File: config.mk
export PLATFORM = sky130hd
export DESIGN_NAME = pipe_ctrl_flat
export DESIGN_NICKNAME = d
export VERILOG_FILES = /design/src/rtl/pipe_ctrl_if.sv /design/src/rtl/pipe_ctrl.sv /design/src/flat_wrapper.sv
export SDC_FILE = /design/constraint.sdc
export NUM_CORES = 1
export LEC_CHECK = 0
export CAP_MARGIN = 20
export CORE_UTILIZATION = 40
export DETAILED_ROUTE_END_ITERATION = 16
export MAX_ROUTING_LAYER = met4
export PLACE_DENSITY = 0.87
export SLEW_MARGIN = 20
export SYNTH_ARGS = -nofsm -noshare
export SYNTH_HDL_FRONTEND = slang
export SYNTH_SLANG_ARGS = --single-unit
File: constraint.sdc
create_clock -name clk -period 2.9 [get_ports clk]
set_input_delay 0.29 -clock clk [delete_from_list [all_inputs] [get_ports clk]]
set_output_delay 0.29 -clock clk [all_outputs]
set_load 0.005 [all_outputs]
File: src/rtl/pipe_ctrl_if.sv
// pipe_ctrl_if: stall requests and exception inputs in, stall/flush/redirect outputs out.
interface pipe_ctrl_if;
  logic        stallreq_if;
  logic        stallreq_id;
  logic        stallreq_ex;
  logic        stallreq_mem;
  logic [31:0] excepttype_i;
  logic [31:0] cp0_epc_i;
  logic [5:0]  stall;
  logic        flush;
  logic [31:0] new_pc;
  logic        timeout_o;
  logic [31:0] stall_cnt;
  modport master (
    output stallreq_if, stallreq_id, stallreq_ex, stallreq_mem, excepttype_i, cp0_epc_i,
    input  stall, flush, new_pc, timeout_o, stall_cnt
  );
  modport slave (
    input  stallreq_if, stallreq_id, stallreq_ex, stallreq_mem, excepttype_i, cp0_epc_i,
    output stall, flush, new_pc, timeout_o, stall_cnt
  );
endinterface

File: src/rtl/pipe_ctrl.sv
// pipe_ctrl: stall merge, exception flush, mem-wait watchdog and stall-cycle counter.
module pipe_ctrl #(
  parameter logic [31:0] EXC_VECTOR = 32'h0000_0020,
  parameter int          TIMEOUT    = 16
) (
  input logic        clk,
  input logic        rst,
  pipe_ctrl_if.slave bus
);
  typedef enum logic [1:0] {RUN, MEMWAIT, FLUSH} state_t;
  state_t      state, state_nx;
  logic [15:0] cnt, cnt_nx;
  logic [31:0] stall_cnt;
  logic [5:0]  stall_v, prio;
  logic [31:0] new_pc_v;
  logic        flush_v, tmo, exc;
  assign prio = bus.stallreq_mem ? 6'b011111 :
                bus.stallreq_ex  ? 6'b001111 :
                bus.stallreq_id  ? 6'b000111 :
                bus.stallreq_if  ? 6'b000011 : 6'b000000;
  assign exc = (bus.excepttype_i != '0) && (state != FLUSH);
  always_comb begin
    state_nx = state;
    cnt_nx   = cnt;
    stall_v  = '0;
    flush_v  = 1'b0;
    new_pc_v = '0;
    tmo      = 1'b0;
    if (state == FLUSH) begin
      flush_v  = 1'b1;
      new_pc_v = EXC_VECTOR;
      state_nx = RUN;
      cnt_nx   = '0;
    end else if (exc) begin
      flush_v  = 1'b1;
      new_pc_v = (bus.excepttype_i == 32'h0000_000e) ? bus.cp0_epc_i : EXC_VECTOR;
      state_nx = RUN;
      cnt_nx   = '0;
    end else begin
      stall_v = prio;
      if (state == RUN) begin
        state_nx = bus.stallreq_mem ? MEMWAIT : RUN;
        cnt_nx   = bus.stallreq_mem ? 16'd1 : '0;
      end else if (!bus.stallreq_mem) begin
        state_nx = RUN;
        cnt_nx   = '0;
      end else if (cnt == 16'(TIMEOUT - 1)) begin
        state_nx = FLUSH;
        cnt_nx   = '0;
        tmo      = 1'b1;
      end else begin
        cnt_nx   = cnt + 16'd1;
      end
    end
  end
  always_ff @(posedge clk or negedge rst) begin
    if (!rst) begin
      state     <= RUN;
      cnt       <= '0;
      stall_cnt <= '0;
    end else begin
      state     <= state_nx;
      cnt       <= cnt_nx;
      stall_cnt <= stall_cnt + {31'd0, stall_v[0]};
    end
  end
  // Outputs are forced to their reset values while reset is held, regardless of requests.
  assign bus.stall     = rst ? stall_v  : '0;
  assign bus.flush     = rst & flush_v;
  assign bus.new_pc    = rst ? new_pc_v : '0;
  assign bus.timeout_o = rst & tmo;
  assign bus.stall_cnt = stall_cnt;
endmodule

File: src/flat_wrapper.sv
// flat-port wrapper written by rule: the top's interface ports become plain ports
module pipe_ctrl_flat 
#(
  parameter logic [31:0] EXC_VECTOR = 32'h0000_0020,
  parameter int          TIMEOUT    = 16
)
  (clk, rst, bus_stallreq_if, bus_stallreq_id, bus_stallreq_ex, bus_stallreq_mem, bus_excepttype_i, bus_cp0_epc_i, bus_stall, bus_flush, bus_new_pc, bus_timeout_o, bus_stall_cnt);
  pipe_ctrl_if bus_i ();
  input logic clk;
  input logic rst;
  input wire logic [$bits(bus_i.stallreq_if)-1:0] bus_stallreq_if;
  input wire logic [$bits(bus_i.stallreq_id)-1:0] bus_stallreq_id;
  input wire logic [$bits(bus_i.stallreq_ex)-1:0] bus_stallreq_ex;
  input wire logic [$bits(bus_i.stallreq_mem)-1:0] bus_stallreq_mem;
  input wire logic [$bits(bus_i.excepttype_i)-1:0] bus_excepttype_i;
  input wire logic [$bits(bus_i.cp0_epc_i)-1:0] bus_cp0_epc_i;
  output wire logic [$bits(bus_i.stall)-1:0] bus_stall;
  output wire logic [$bits(bus_i.flush)-1:0] bus_flush;
  output wire logic [$bits(bus_i.new_pc)-1:0] bus_new_pc;
  output wire logic [$bits(bus_i.timeout_o)-1:0] bus_timeout_o;
  output wire logic [$bits(bus_i.stall_cnt)-1:0] bus_stall_cnt;
  assign bus_i.stallreq_if = bus_stallreq_if;
  assign bus_i.stallreq_id = bus_stallreq_id;
  assign bus_i.stallreq_ex = bus_stallreq_ex;
  assign bus_i.stallreq_mem = bus_stallreq_mem;
  assign bus_i.excepttype_i = bus_excepttype_i;
  assign bus_i.cp0_epc_i = bus_cp0_epc_i;
  assign bus_stall = bus_i.stall;
  assign bus_flush = bus_i.flush;
  assign bus_new_pc = bus_i.new_pc;
  assign bus_timeout_o = bus_i.timeout_o;
  assign bus_stall_cnt = bus_i.stall_cnt;
  pipe_ctrl #(.EXC_VECTOR(EXC_VECTOR), .TIMEOUT(TIMEOUT)) u_core (.clk(clk), .rst(rst), .bus(bus_i));
endmodule
# [Word level (Yosys, flattened, before mapping)]
# Index checks and enable logic that the tools add are counted.
# W data, S select, Z words.
[totals] register_bits=50 wordCells=45 inputBits=70 output_inout_bits=72
[classes] n_reduce_logical=3 n_bitwise=2 muxes=30 eq_ne=5 n_addsub=2
[op_table] op="$mux W32" count=4
[op_table] op="$mux W16" count=5
[op_table] op="$mux W6" count=6
[op_table] op="$add A32 B1 Y32" count=1
[op_table] op="$eq A32 B4 Y1 const B" count=1
[op_table] op="$reduce_bool A32 Y1" count=1
[op_table] op="$add A16 B1 Y16 const B" count=1
[op_table] op="$eq A16 B4 Y1 const B" count=1
[op_table] op="$mux W2" count=6
[op_table] op="$mux W1" count=9
[op_table] op="$ne A5 B1 Y1 const B" count=1
[op_table] op="$and A1 B1 Y1" count=2
[op_table] op="$eq A2 B2 Y1 const B" count=1
[op_table] op="$logic_not A2 Y1" count=1
[op_table] op="$ne A2 B2 Y1 const B" count=1
[op_table] op="$logic_and A1 B1 Y1" count=1

# [Logic depth before layout (Yosys ltp)]
[depth] depth_word=7 mapped_depth=10 mapped_depth_nobuf=10

# [Least setup slack after synthesis]
# OpenSTA, ideal clock, no wires.
[synth_path] path_kind="input to register" startpoint="in bus_excepttype_i[21]" endpoint="reg u_core.stall_cnt[26], in the netlist u_core.bus.stall_cnt[26]" n_path_buf=0 required_ns=2.776 cell_stages=10 arrival_ns=2.379 setup_time_ns=0.124 setup_slack_ns=0.397 cell_sequence="nor4_1 > nand4_1 > or2_1 > nor3_1 > ha_1 > ha_1 > nand2_1 > nor4_4 > nand4_1 > xnor2_1"
[synth_via] elab_chain_len=5
[synth_rtl] element="start, declared" line="flat_wrapper.sv:15" text="input wire logic [$bits(bus_i.excepttype_i)-1:0] bus_excepttype_i;"
[synth_rtl] element="$reduce_bool A32 Y1" line="pipe_ctrl.sv:21" text="assign exc = (bus.excepttype_i != '0) && (state != FLUSH);"
[synth_rtl] element="$logic_and A1 B1 Y1" line="pipe_ctrl.sv:21"
[synth_rtl] element="$mux W6" line="pipe_ctrl.sv:34" text="end else if (exc) begin"
[synth_rtl] element="$mux W6" line="pipe_ctrl.sv:29" text="if (state == FLUSH) begin"
[synth_rtl] element="$add A32 B1 Y32" line="pipe_ctrl.sv:64" text="stall_cnt <= stall_cnt + {31'd0, stall_v[0]};"
[synth_rtl] element="end signal, assigned" line="pipe_ctrl.sv:64"
[synth_rtl] element="end, declared" line="pipe_ctrl.sv:13" text="logic [31:0] stall_cnt;"
# No other way between the ends.
# A chain may end at the register's enable or synchronous reset.

# [Final worst setup path]
[layout_path] startpoint="in bus_excepttype_i[17]" endpoint="out bus_stall[3]"
[layout_via] elab_chain_len=5
[layout_rtl] element="$reduce_bool A32 Y1" line="pipe_ctrl.sv:21"
[layout_rtl] element="$logic_and A1 B1 Y1" line="pipe_ctrl.sv:21"
[layout_rtl] element="$mux W6" line="pipe_ctrl.sv:34"
[layout_rtl] element="$mux W6" line="pipe_ctrl.sv:29"
[layout_rtl] element="$mux W6" line="pipe_ctrl.sv:68" text="assign bus.stall = rst ? stall_v : '0;"
[layout_rtl] element="end, declared" line="flat_wrapper.sv:17" text="output wire logic [$bits(bus_i.stall)-1:0] bus_stall;"
# No other way between the ends.

==> impl_results.md <==
- Reg2Reg Setup Slack: 0.73 ns
- IO Port Bufs: 140
- Setup ws final: 0.0783 ns
- Worst hold path class: in -> async
- Failing checks: DRC
- Clock-pin slew on the worst setup and hold paths: 0.10 ns
- Yosys warns: 0
- Max Fclk: 354 MHz
- I/O pin cnt: 142
- Wirelength per Cell: 15.1 um
- Final Setup Violations: 0
- CTS sink count: 50
- Leak: 2.37 nW
- Syn_nets: 353
- Min Hold Slack: 0.185 ns
- Peak supply drop: 0.175 mV
- Post-synth top cells: dfrtp_1 (50), xnor2_1 (35), and2_1 (33)
- Vias per inst: 5.24
- Row Count: 29
- Total of max-cap violations: 0
- Seq/Total Area, Yosys: 46.5%
- Status: finished, violations left
- First-pass GRT wire length: 12300 um
- Post-synthesis cell type count: 34
- Synth Instances: 280
- Worst Skew: 0.0118 ns
- Crit Path Class: in -> out
- Number of global-route vias before repair: 2699
- Drc violations: 10
- CTS tree: yes
- Core ar.: 6420 sq um
- Chip Height: 84.0 um
- R2R Path Start: u_core.state[0]
- Reg2reg end: u_core.bus.stall_cnt[26]
- Reg2reg path depth: 10
- GRT Util Overall: 22.6%
- Starting Density: 41.9%
- PwrDens: 273 nW/um^2
- Die area: 7050 sq um
- Tightest Pin Transition: 0.721 ns
- Final Cell Area: 4530 sq um
- Synth top area cells: dfrtp_1 (47%), xnor2_1 (11%), and2_1 (7.7%), nand3_1 (4.5%), nand4_1 (3.7%)
- Syn Std Cell Area: 2690 sq um
- Longest Clk Path Bufs: 2
- Layout area overhead: 68.6%
- Post-synth top flop: dfrtp_1
- Mean post-synth cell area: 9.60 sq um
- Post-synthesis async set-or-reset flop share: 100%
- Initial DRC Count: 153
- Crit start category: input port
- Critical Path Fanout Max: 4
- Root Buffer: clkbuf_8
- Filler cells: 431
- DP HPWL: 5980 um
- Largest net degree at the start of global routing: 51
- Initial antenna violation count: 1
- Placement-stage cell area: 4270 sq um
- Area share of the largest cell type after synthesis: 46.5%
- CTS Buf Count: 5
- Post-synth EDFFs: 0
- Skew-Pair Late Insertion Delay: 0.31 ns
- DRT Pass-1 Iters: 10
- RePlAce Congestion: 0.800
- Final-report hold violation count: 0
- Top cell type by total area after synthesis: dfrtp_1
- Final period utilization: 97.3%
- Setup WS pre-CTS: -0.148 ns
- CP endpoint kind: output pin
- # nets final: 509
- CP arrival: 2.53 ns
- Overflow after GRT: 0
- Seq cells post-synth: 50
- Die X: 84.0 um
- Tmin final: 2.82 ns
- Share of cells above drive strength 1: 9.38%
- Count of pins over their slew limit: 0
- Final ANT Viol Nets: 0
- Routed via count: 2698
- Max_slew headroom: 51.5%
- Count leader, synth: dfrtp_1
- DRT Wirelength: 7790 um
- Worst endpoint required time: 2.61 ns
- H-tree depth: 2
[per-layer routing]
layer	wire length [um]	vias up	GRT usage (%)
met4	231	0	10.5
met2	4190	113	39.9
li1	-	1285	-
met1	2890	1280	24.2
met3	481	20	5.04
met5	0	-	-
[power by group]
group	internal, W	leakage (nW)	switching, W
sequential	0.000697	0.699	0.000000000000290
clock	0.000170	0.0441	0.000243
combinational	0.0000886	1.62	0.0000387
total	0.000955	2.37	0.000281
[area by class of cell]
| type | instances | area [sq um] | share of cell area, % |
|---|---|---|---|
| tap | 77 | 96.3 | 2.13 |
| antenna | 1 | 2.50 | 0.0552 |
| inverter | 5 | 18.8 | 0.414 |
| sequential | 50 | 1250 | 27.6 |
| multi-input combinational | 217 | 1440 | 31.7 |
| clock buffer | 5 | 68.8 | 1.52 |
| clock inverter | 3 | 21.3 | 0.469 |
| timing repair buffer | 157 | 1640 | 36.1 |
[logic make-up after synthesis]
| group | count (synthesis) | share of synthesized area, % |
|---|---|---|
| and+or+nand+nor | 163 | 33.6 |
| adders and majority gates | 3 | 1.40 |
| DFF | 50 | 46.5 |
| other | 1 | 0.139 |
| buffers and inverters | 13 | 2.47 |
| xor gates and xnor gates | 43 | 14.0 |
| AOI/OAI and AO/OA | 7 | 1.86 |
[how the worst max path moves through the flow]
stage	start	end
after CTS	bus_excepttype_i[13]	bus_new_pc[7]
final	bus_excepttype_i[17]	bus_stall[3]
after floorplan	bus_excepttype_i[21]	u_core.bus.stall_cnt[26]
after detailed placement	bus_excepttype_i[0]	u_core.bus.stall_cnt[28]
after global routing	bus_excepttype_i[26]	bus_stall[3]
after global placement	bus_excepttype_i[0]	bus_stall[0]
[repair_timing]
action                     in CTS  in global routing
hold buffers                    0                  0
setup endpoints to repair       5                 41
buffers inserted                0                  2
cloned                          0                  1
gates resized for setup         4                 39
pin swaps                       4                  5
[metrics by stage]
| step | util, % | instances | TNS, ns | power, W |
|---|---|---|---|---|
| global placement | 66.4 | 503 | -0.112 | 0.000832 |
| finish | 70.6 | 515 | 0 | 0.00124 |
| CTS | 68.1 | 511 | 0 | 0.00124 |
| floorplan | - | 280 | 0 | 0.000720 |
| global route | 70.6 | 515 | -0.0606 | 0.00128 |
| detailed placement | 66.4 | 503 | -2.15 | 0.000834 |
[sequential cells by signal (all words and copies together), names as in the netlist]
signal / count
u_core.bus.stall_cnt: 32
u_core.cnt: 16
u_core.state: 2
[cell usage in the layout (no fill, tap or decap), types with 2 or more instances in the layout]
cell type        instances
buf_4                   15
and3_1                   5
dlymetal6s2s_1          33
inv_1                    5
o21a_1                   2
xnor2_1                 35
nor3_2                   2
clkdlybuf4s50_1        106
nor4_4                   2
nor4_2                   5
nand3_1                 24
nor3_1                  15
dfrtp_1                 50
nand4_1                 16
nor2_1                  25
clkbuf_8                 5
nor4_1                  10
nand2_1                 16
and4_1                   3
xor2_1                   8
and2_1                  33
ha_1                     2
[worst max-delay path, stage by stage]
cell,delay (ns)
clkdlybuf4s50_1,0.41
nor4_2,0.28
nand4_1,0.17
buf_4,0.19
or3b_4,0.41
nor3_1,0.23
clkdlybuf4s50_1,0.55
No activity file was read; power rests on OpenSTA's default activity.
